===== src/rtl/dqn_pkg.sv =====
// Shared definitions for the DQN weight loader and the network top:
// default node counts, layer codes, per-layer word counts and loader FSM states.
package dqn_pkg;

   // Default network shape shared with the network top.
   localparam int DEF_NUMBER_OF_INPUT_NODE          = 2;
   localparam int DEF_NUMBER_OF_HIDDEN_NODE_LAYER_1 = 32;
   localparam int DEF_NUMBER_OF_HIDDEN_NODE_LAYER_2 = 32;
   localparam int DEF_NUMBER_OF_OUTPUT_NODE         = 3;

   // Layer codes on the weight-load port; code 0 is reserved and never emitted.
   localparam logic [1:0] LAYER_1 = 2'd1;
   localparam logic [1:0] LAYER_2 = 2'd2;
   localparam logic [1:0] LAYER_3 = 2'd3;

   // Loader sequencing states.
   typedef enum logic [2:0] {
      ST_IDLE    = 3'd0,
      ST_LOAD_L1 = 3'd1,
      ST_LOAD_L2 = 3'd2,
      ST_LOAD_L3 = 3'd3,
      ST_DONE    = 3'd4
   } load_state_t;

   // Word counts per layer: each destination node carries one weight per source plus a bias.
   function automatic int l1_words(input int n_input, input int n_hidden1);
      return (n_input + 1) * n_hidden1;
   endfunction

   function automatic int l2_words(input int n_hidden1, input int n_hidden2);
      return (n_hidden1 + 1) * n_hidden2;
   endfunction

   function automatic int l3_words(input int n_hidden2, input int n_output);
      return (n_hidden2 + 1) * n_output;
   endfunction

endpackage


===== src/rtl/dqn_weight_loader_if.sv =====
// Host-side word stream and network-side weight-write bus of the weight loader.
interface dqn_weight_loader_if #(
   parameter int DATA_WIDTH           = 32,
   parameter int LAYER_WIDTH          = 2,
   parameter int WEIGHT_COUNTER_WIDTH = 11
);

   logic                            i_start;
   logic                            i_data_valid;
   logic [DATA_WIDTH-1:0]           i_data;
   logic                            o_data_ready;
   logic                            o_weight_valid;
   logic [LAYER_WIDTH-1:0]          o_weight_layer;
   logic [WEIGHT_COUNTER_WIDTH-1:0] o_weight_addr;
   logic [DATA_WIDTH-1:0]           o_weight;
   logic                            o_busy;
   logic                            o_load_done;
   logic                            o_net_enable;
   logic [DATA_WIDTH-1:0]           o_checksum;

   // Loader side.
   modport slave (
      input  i_start, i_data_valid, i_data,
      output o_data_ready, o_weight_valid, o_weight_layer, o_weight_addr, o_weight,
             o_busy, o_load_done, o_net_enable, o_checksum
   );

   // Host / environment side.
   modport master (
      output i_start, i_data_valid, i_data,
      input  o_data_ready, o_weight_valid, o_weight_layer, o_weight_addr, o_weight,
             o_busy, o_load_done, o_net_enable, o_checksum
   );

endinterface


===== src/rtl/dqn_weight_loader.sv =====
// Streams host weight words into the network's weight-load port in layer/address
// order, tracks a running XOR checksum and releases the network only after a
// complete load.
module dqn_weight_loader
   import dqn_pkg::*;
#(
   parameter int DATA_WIDTH                    = 32,
   parameter int LAYER_WIDTH                   = 2,
   parameter int WEIGHT_COUNTER_WIDTH          = 11,
   parameter int NUMBER_OF_INPUT_NODE          = DEF_NUMBER_OF_INPUT_NODE,
   parameter int NUMBER_OF_HIDDEN_NODE_LAYER_1 = DEF_NUMBER_OF_HIDDEN_NODE_LAYER_1,
   parameter int NUMBER_OF_HIDDEN_NODE_LAYER_2 = DEF_NUMBER_OF_HIDDEN_NODE_LAYER_2,
   parameter int NUMBER_OF_OUTPUT_NODE         = DEF_NUMBER_OF_OUTPUT_NODE
) (
   input logic               clk,
   input logic               rst,
   dqn_weight_loader_if.slave bus
);

   localparam int L1_WORDS = l1_words(NUMBER_OF_INPUT_NODE, NUMBER_OF_HIDDEN_NODE_LAYER_1);
   localparam int L2_WORDS = l2_words(NUMBER_OF_HIDDEN_NODE_LAYER_1, NUMBER_OF_HIDDEN_NODE_LAYER_2);
   localparam int L3_WORDS = l3_words(NUMBER_OF_HIDDEN_NODE_LAYER_2, NUMBER_OF_OUTPUT_NODE);
   localparam int ADDR_SPAN = 2 ** WEIGHT_COUNTER_WIDTH;

   // Every layer has to be addressable by the weight counter.
   if (L1_WORDS > ADDR_SPAN || L2_WORDS > ADDR_SPAN || L3_WORDS > ADDR_SPAN) begin : g_size_check
      $error("dqn_weight_loader: a layer word count exceeds the weight address range");
   end

   localparam logic [WEIGHT_COUNTER_WIDTH-1:0] L1_LAST = WEIGHT_COUNTER_WIDTH'(L1_WORDS - 1);
   localparam logic [WEIGHT_COUNTER_WIDTH-1:0] L2_LAST = WEIGHT_COUNTER_WIDTH'(L2_WORDS - 1);
   localparam logic [WEIGHT_COUNTER_WIDTH-1:0] L3_LAST = WEIGHT_COUNTER_WIDTH'(L3_WORDS - 1);

   load_state_t                     state;
   logic [WEIGHT_COUNTER_WIDTH-1:0] addr_cnt;
   logic                            data_ready;
   logic                            busy;
   logic                            weight_valid;
   logic [LAYER_WIDTH-1:0]          weight_layer;
   logic [WEIGHT_COUNTER_WIDTH-1:0] weight_addr;
   logic [DATA_WIDTH-1:0]           weight;
   logic                            load_done;
   logic                            net_enable;
   logic [DATA_WIDTH-1:0]           checksum;

   logic                            accept;
   logic [LAYER_WIDTH-1:0]          cur_layer;
   logic [WEIGHT_COUNTER_WIDTH-1:0] cur_last;
   load_state_t                     next_layer_state;

   assign accept = bus.i_data_valid && data_ready;

   // Per-state layer code, last address of that layer and the state that follows it.
   always_comb begin
      cur_layer        = LAYER_WIDTH'(LAYER_1);
      cur_last         = L1_LAST;
      next_layer_state = ST_LOAD_L2;
      case (state)
         ST_LOAD_L2: begin
            cur_layer        = LAYER_WIDTH'(LAYER_2);
            cur_last         = L2_LAST;
            next_layer_state = ST_LOAD_L3;
         end
         ST_LOAD_L3: begin
            cur_layer        = LAYER_WIDTH'(LAYER_3);
            cur_last         = L3_LAST;
            next_layer_state = ST_DONE;
         end
         default: begin
            cur_layer        = LAYER_WIDTH'(LAYER_1);
            cur_last         = L1_LAST;
            next_layer_state = ST_LOAD_L2;
         end
      endcase
   end

   // Load sequencer: state, address counter, registered weight write and status outputs.
   always_ff @(posedge clk) begin
      if (rst) begin
         state        <= ST_IDLE;
         addr_cnt     <= '0;
         data_ready   <= 1'b0;
         busy         <= 1'b0;
         weight_valid <= 1'b0;
         weight_layer <= '0;
         weight_addr  <= '0;
         weight       <= '0;
         load_done    <= 1'b0;
         net_enable   <= 1'b0;
         checksum     <= '0;
      end else begin
         weight_valid <= 1'b0;
         load_done    <= 1'b0;
         case (state)
            ST_IDLE: begin
               if (bus.i_start) begin
                  // A reload withdraws the network enable at once; the old table is being overwritten.
                  state      <= ST_LOAD_L1;
                  addr_cnt   <= '0;
                  checksum   <= '0;
                  net_enable <= 1'b0;
                  data_ready <= 1'b1;
                  busy       <= 1'b1;
               end
            end
            ST_LOAD_L1, ST_LOAD_L2, ST_LOAD_L3: begin
               if (accept) begin
                  weight_valid <= 1'b1;
                  weight_layer <= cur_layer;
                  weight_addr  <= addr_cnt;
                  weight       <= bus.i_data;
                  checksum     <= checksum ^ bus.i_data;
                  if (addr_cnt == cur_last) begin
                     addr_cnt <= '0;
                     state    <= next_layer_state;
                     // Done pulse and enable land together with the final write.
                     if (state == ST_LOAD_L3) begin
                        data_ready <= 1'b0;
                        busy       <= 1'b0;
                        load_done  <= 1'b1;
                        net_enable <= 1'b1;
                     end
                  end else begin
                     addr_cnt <= addr_cnt + 1'b1;
                  end
               end
            end
            ST_DONE: begin
               state <= ST_IDLE;
            end
            default: begin
               state      <= ST_IDLE;
               data_ready <= 1'b0;
               busy       <= 1'b0;
            end
         endcase
      end
   end

   assign bus.o_data_ready   = data_ready;
   assign bus.o_busy         = busy;
   assign bus.o_weight_valid = weight_valid;
   assign bus.o_weight_layer = weight_layer;
   assign bus.o_weight_addr  = weight_addr;
   assign bus.o_weight       = weight;
   assign bus.o_load_done    = load_done;
   assign bus.o_net_enable   = net_enable;
   assign bus.o_checksum     = checksum;

endmodule


===== src/flat_wrapper.sv =====
// flat-port wrapper written by rule: the top's interface ports become plain ports
module dqn_weight_loader_flat import dqn_pkg::*;
#(
   parameter int DATA_WIDTH                    = 32,
   parameter int LAYER_WIDTH                   = 2,
   parameter int WEIGHT_COUNTER_WIDTH          = 11,
   parameter int NUMBER_OF_INPUT_NODE          = DEF_NUMBER_OF_INPUT_NODE,
   parameter int NUMBER_OF_HIDDEN_NODE_LAYER_1 = DEF_NUMBER_OF_HIDDEN_NODE_LAYER_1,
   parameter int NUMBER_OF_HIDDEN_NODE_LAYER_2 = DEF_NUMBER_OF_HIDDEN_NODE_LAYER_2,
   parameter int NUMBER_OF_OUTPUT_NODE         = DEF_NUMBER_OF_OUTPUT_NODE
)
  (clk, rst, bus_i_start, bus_i_data_valid, bus_i_data, bus_o_data_ready, bus_o_weight_valid, bus_o_weight_layer, bus_o_weight_addr, bus_o_weight, bus_o_busy, bus_o_load_done, bus_o_net_enable, bus_o_checksum);
  dqn_weight_loader_if #(.DATA_WIDTH(DATA_WIDTH), .LAYER_WIDTH(LAYER_WIDTH), .WEIGHT_COUNTER_WIDTH(WEIGHT_COUNTER_WIDTH)) bus_i ();
  input logic clk;
  input logic rst;
  input wire logic [$bits(bus_i.i_start)-1:0] bus_i_start;
  input wire logic [$bits(bus_i.i_data_valid)-1:0] bus_i_data_valid;
  input wire logic [$bits(bus_i.i_data)-1:0] bus_i_data;
  output wire logic [$bits(bus_i.o_data_ready)-1:0] bus_o_data_ready;
  output wire logic [$bits(bus_i.o_weight_valid)-1:0] bus_o_weight_valid;
  output wire logic [$bits(bus_i.o_weight_layer)-1:0] bus_o_weight_layer;
  output wire logic [$bits(bus_i.o_weight_addr)-1:0] bus_o_weight_addr;
  output wire logic [$bits(bus_i.o_weight)-1:0] bus_o_weight;
  output wire logic [$bits(bus_i.o_busy)-1:0] bus_o_busy;
  output wire logic [$bits(bus_i.o_load_done)-1:0] bus_o_load_done;
  output wire logic [$bits(bus_i.o_net_enable)-1:0] bus_o_net_enable;
  output wire logic [$bits(bus_i.o_checksum)-1:0] bus_o_checksum;
  assign bus_i.i_start = bus_i_start;
  assign bus_i.i_data_valid = bus_i_data_valid;
  assign bus_i.i_data = bus_i_data;
  assign bus_o_data_ready = bus_i.o_data_ready;
  assign bus_o_weight_valid = bus_i.o_weight_valid;
  assign bus_o_weight_layer = bus_i.o_weight_layer;
  assign bus_o_weight_addr = bus_i.o_weight_addr;
  assign bus_o_weight = bus_i.o_weight;
  assign bus_o_busy = bus_i.o_busy;
  assign bus_o_load_done = bus_i.o_load_done;
  assign bus_o_net_enable = bus_i.o_net_enable;
  assign bus_o_checksum = bus_i.o_checksum;
  dqn_weight_loader #(.DATA_WIDTH(DATA_WIDTH), .LAYER_WIDTH(LAYER_WIDTH), .WEIGHT_COUNTER_WIDTH(WEIGHT_COUNTER_WIDTH), .NUMBER_OF_INPUT_NODE(NUMBER_OF_INPUT_NODE), .NUMBER_OF_HIDDEN_NODE_LAYER_1(NUMBER_OF_HIDDEN_NODE_LAYER_1), .NUMBER_OF_HIDDEN_NODE_LAYER_2(NUMBER_OF_HIDDEN_NODE_LAYER_2), .NUMBER_OF_OUTPUT_NODE(NUMBER_OF_OUTPUT_NODE)) u_core (.clk(clk), .rst(rst), .bus(bus_i));
endmodule

===== config.mk =====
export PLATFORM = sky130hd
export DESIGN_NAME = dqn_weight_loader_flat
export DESIGN_NICKNAME = d
export VERILOG_FILES = /design/src/rtl/dqn_pkg.sv /design/src/rtl/dqn_weight_loader_if.sv /design/src/rtl/dqn_weight_loader.sv /design/src/flat_wrapper.sv
export SDC_FILE = /design/constraint.sdc
export NUM_CORES = 1
export LEC_CHECK = 0
export CAP_MARGIN = 20
export CORE_ASPECT_RATIO = 0.6
export CORE_UTILIZATION = 47
export DETAILED_ROUTE_END_ITERATION = 16
export PLACE_DENSITY_LB_ADDON = 0.2
export SLEW_MARGIN = 20
export SYNTH_ARGS = -nofsm -noshare
export SYNTH_HDL_FRONTEND = slang
export SYNTH_SLANG_ARGS = --single-unit

===== constraint.sdc =====
create_clock -name clk -period 2 [get_ports clk]
set_input_delay 0.5 -clock clk [delete_from_list [all_inputs] [get_ports clk]]
set_output_delay 0.5 -clock clk [all_outputs]
set_load 0.05 [all_outputs]

==> flow_metrics.py <==
metrics = {
    "hold_path": {
        "min-delay-start": "u_core.bus.o_weight[6]$_SDFFE_PP0P_",
        "hold_class": "flop to flop",
        "min_path_cells": 2,
        "whs_endpoint": "u_core.bus.o_weight[6]$_SDFFE_PP0P_",
    },
    "logic_synthesis": {
        "synth-seq-cells": 95,
        "synth.cell_area_sq_um": 3850,
        "synth_compound_area_share_pct": 13.0,
        "synth.yosys.warnings": 0,
        "yosys.area_share.simple_pct": 24.0,
        "synthXorXnorAreaFrac_pct": 7.96,
        "synthMuxAreaShare_pct": 0.260,
        "synth_ff_type": "dfxtp_1",
        "synth_fa_ha_area_share_pct": 0.325,
        "synth_edf_count": 0,
        "synth_cells": 458,
        "yosysUniqueCellTypes": 52,
        "avgSynthCellArea_sq_um": 8.40,
        "yosysSeqAreaShare_pct": 49.4,
        "synth_top_family_by_area": "simple AND/OR/NAND/NOR gates",
        "synthArstFlopShare_pct": 0,
        "syn_nets": 495,
    },
    "cells_and_area": {
        "nFillCells": 650,
        "antennaDiodeCount": 0,
        "fin_cells": 698,
        "final_core_util_pct": 69.9,
        "drive_gt1_share_pct": 16.3,
        "synthToLayoutAreaGrowth_pct": 43.7,
        "nets": 622,
    },
    "die": {
        "core_area_sq_um": 7910,
        "io_pins": 118,
        "std_cell_rows": 25,
        "dieArea_sq_um": 8570,
        "start_util_pct": 48.6,
        "fp.dieH_microns": 72.1,
        "die-width_microns": 119,
    },
    "critical_path": {
        "slowest_stage": "clkdlybuf4s50_1",
        "cp.required_ns": 1.50,
        "path_delay_family": "buffers and inverters",
        "reg2reg_depth": 9,
        "r2r_end": "u_core.bus.o_checksum[1]$_SDFFE_PP0P_",
        "reg2reg_slack_ns": 0.14,
        "worst-path-max-fanout": 2,
        "cp_slowest_stage_delay_ns": 0.80,
        "startpoint_type": "flop",
        "endpoint_kind": "primary output",
        "crit_type": "flop to primary output",
        "reg2reg_from": "u_core.state[1]$_SDFFE_PP0P_",
        "critPathBufInv": 1,
        "cp_cell_sequence": "clkdlybuf4s50_1",
        "arrival_ns": 1.47,
        "startpoint": "u_core.bus.o_weight[28]$_SDFFE_PP0P_",
    },
    "detailed_routing": {
        "dr.first_iter.drc_count": 274,
        "via_count": 3608,
        "wl_mm": 10.7,
        "drt_first_pass_iters": 5,
        "viasPerCell": 5.17,
        "antenna_left": 0,
        "drc": 0,
        "wl_per_cell_microns": 15.3,
    },
    "global_routing": {
        "grt.overflow.total": 0,
        "grt_max_degree": 34,
        "grtUsageTotal_pct": 25.2,
        "grt_pass1_vias": 3305,
        "grt_pass1_wl_mm": 16.8,
        "antenna_found_initial": 0,
    },
    "sta": {
        "fmax_ghz": 0.507,
        "finalSetupViolCount": 0,
        "slew_headroom_pct": 65.4,
        "rsz0062_at_grt": "false",
        "period_share_pct": 98.7,
        "slew_violations": 0,
        "skew_ns": 0.00497,
        "worst_slack_ns": 0.0263,
        "worst_slew_pin_slew_ns": 0.518,
        "fin_crit_ns": 1.97,
        "hold_viol_final": 0,
        "setup_tns_ns": 0,
    },
    "power_and_ir_drop": {
        "leakagePower_nw": 2.59,
        "p_sw_share_pct": 25.7,
        "power_density_nw_per_um2": 848,
        "combPwrFrac_pct": 15.6,
        "seq_power_share_pct": 42.9,
        "power_switching_mw": 1.20,
        "pwr-share-clk_pct": 41.6,
        "intPower_mw": 3.48,
        "ir_drop_uv": 552,
    },
    "run_status": {
        "status": "finished, final reports clean",
    },
    "job": {
        "max_cap_violations": 0,
    },
    "placement": {
        "place_inst": 676,
        "routabilityCongestion": 0.868,
        "post-dp-hpwl_mm": 7.44,
        "portBuffers": 117,
        "dp_slack_ns": -0.307,
    },
    "clock_network": {
        "clkLatencyLatePin_ns": 0.34,
        "cts_tree": "done",
        "cts.clk_slew.worst_paths_ns": 0.06,
        "clockBufferDepth": 2,
        "clkSinkCount": 95,
        "postCtsHoldBufs": 0,
        "ctsHtreeMaxLevel": 3,
        "numCtsBuffers": 9,
        "cts-root-buf": "clkbuf_16",
    },
}
[power groups by stage]
stage          Clock, mW  Combinational [mW]  Sequential (mW)
2_1_floorplan          0               0.230             2.26
3_3_place_gp           0               0.706             2.05
3_5_place_dp           0               0.715             2.05
4_1_cts             1.98               0.708             2.01
5_1_grt             2.06               0.774             2.01
6_report            1.95               0.731             2.01
[state kept, by name (all words and copies together), names as in the netlist]
name / flops
u_core.bus.o_weight_valid: 1
u_core.addr_cnt: 11
u_core.bus.o_weight_addr: 11
u_core.bus.o_weight_layer: 2
u_core.state: 3
u_core.bus.o_load_done: 1
u_core.bus.o_weight: 32
u_core.bus.o_net_enable: 1
u_core.bus.o_busy: 1
u_core.bus.o_checksum: 32
[worst register-to-register path: stages, from the launching register on]
cell	delay [ns]
dfxtp_2	0.36
buf_4	0.16
or3b_4	0.40
a21oi_4	0.25
buf_12	0.16
buf_4	0.11
buf_4	0.09
nand2_1	0.05
xor2_1	0.12
nor2_1	0.05
[final cells by class]
| cell class | count | area [sq um] | share of cell area [%] |
|---|---|---|---|
| sequential | 95 | 1900 | 34.4 |
| multi-input combinational | 328 | 1770 | 32.0 |
| timing repair buffer | 145 | 1360 | 24.6 |
| clock buffer | 13 | 250 | 4.53 |
| tap | 108 | 135 | 2.44 |
| clock inverter | 3 | 90.1 | 1.63 |
| inverter | 6 | 22.5 | 0.407 |
[what timing repair did]
| item | in CTS | in global routing |
|---|---|---|
| pin swaps | 0 | 2 |
| buffers inserted | 0 | 6 |
| hold endpoints to repair | 0 | 0 |
| gates resized for setup | 15 | 32 |
| endpoints found under the setup margin | 15 | 34 |
| cloned | 0 | 0 |
[kinds of logic after synthesis]
kind of cell / after synthesis
adder cells (fa/ha/maj): 1
multiplexers: 1
buffers and inverters: 35
AND/OR/NAND/NOR: 211
AO/OA/AOI/OAI: 80
flip-flops: 95
XOR/XNOR: 35
[synth_stat cells, types with 3 or more instances]
cell type,count,area (sq um)
nor2_1,45,169
o21ai_0,5,25.0
and3_1,3,18.8
nand4_1,5,31.3
a211oi_1,3,22.5
buf_2,10,50.1
inv_1,6,22.5
nor2b_1,3,18.8
buf_4,3,22.5
nand3_1,8,40.0
clkbuf_1,9,33.8
xor2_1,34,298
dfxtp_1,95,1900
buf_6,5,56.3
nand2_1,127,477
a21oi_1,50,250
[cells in the final DEF (no fill, tap or decap), types with 5 or more instances in the layout]
cell type        Yosys  layout
o21ai_0              5       5
inv_1                6       6
nand3_1              8       8
clkbuf_16            0       9
xor2_1              34      34
buf_4                3      61
nor2_1              45      45
dlymetal6s2s_1       0      23
nand2_1            127     127
nand4_1              5       5
a21oi_1             50      49
dlygate4sd2_1        0      15
dfxtp_1             95      93
clkdlybuf4s50_1      0      40
[routing by layer]
metal | vias up | wire length [microns] | global-route usage [%]
met3 | 13 | 967 | 8.02
li1 | 1772 | - | -
met5 | - | 0 | 0
met4 | 0 | 113 | 8.02
met1 | 1663 | 5070 | 34.8
met2 | 160 | 4510 | 37.4
[stage by stage]
stage | power (mW) | cell area [sq um] | hold slack, ns
3_5_place_dp | 2.76 | 5080 | 0.449
6_report | 4.69 | 5530 | 0.452
4_1_cts | 4.70 | 5400 | 0.451
5_1_grt | 4.84 | 5530 | 0.475
2_1_floorplan | 2.49 | 3850 | 0.465
3_3_place_gp | 2.75 | 5080 | 0.441
[worst max path at each step]
| stage | end | slack, ns | depth (start not counted) |
|---|---|---|---|
| CTS | bus_o_weight[24] | 0.0003 | 1 |
| finish | bus_o_weight[28] | 0.03 | 1 |
| detailed placement | u_core.bus.o_checksum[17]$_SDFFE_PP0P_ | -0.31 | 7 |
| global placement | u_core.addr_cnt[3]$_SDFFE_PP0P_ | -0.24 | 7 |
| global route | bus_o_weight[28] | 0.0007 | 1 |
| floorplan | u_core.bus.o_checksum[0]$_SDFFE_PP0P_ | 0.17 | 5 |
Power figures use the tool's default switching activity.
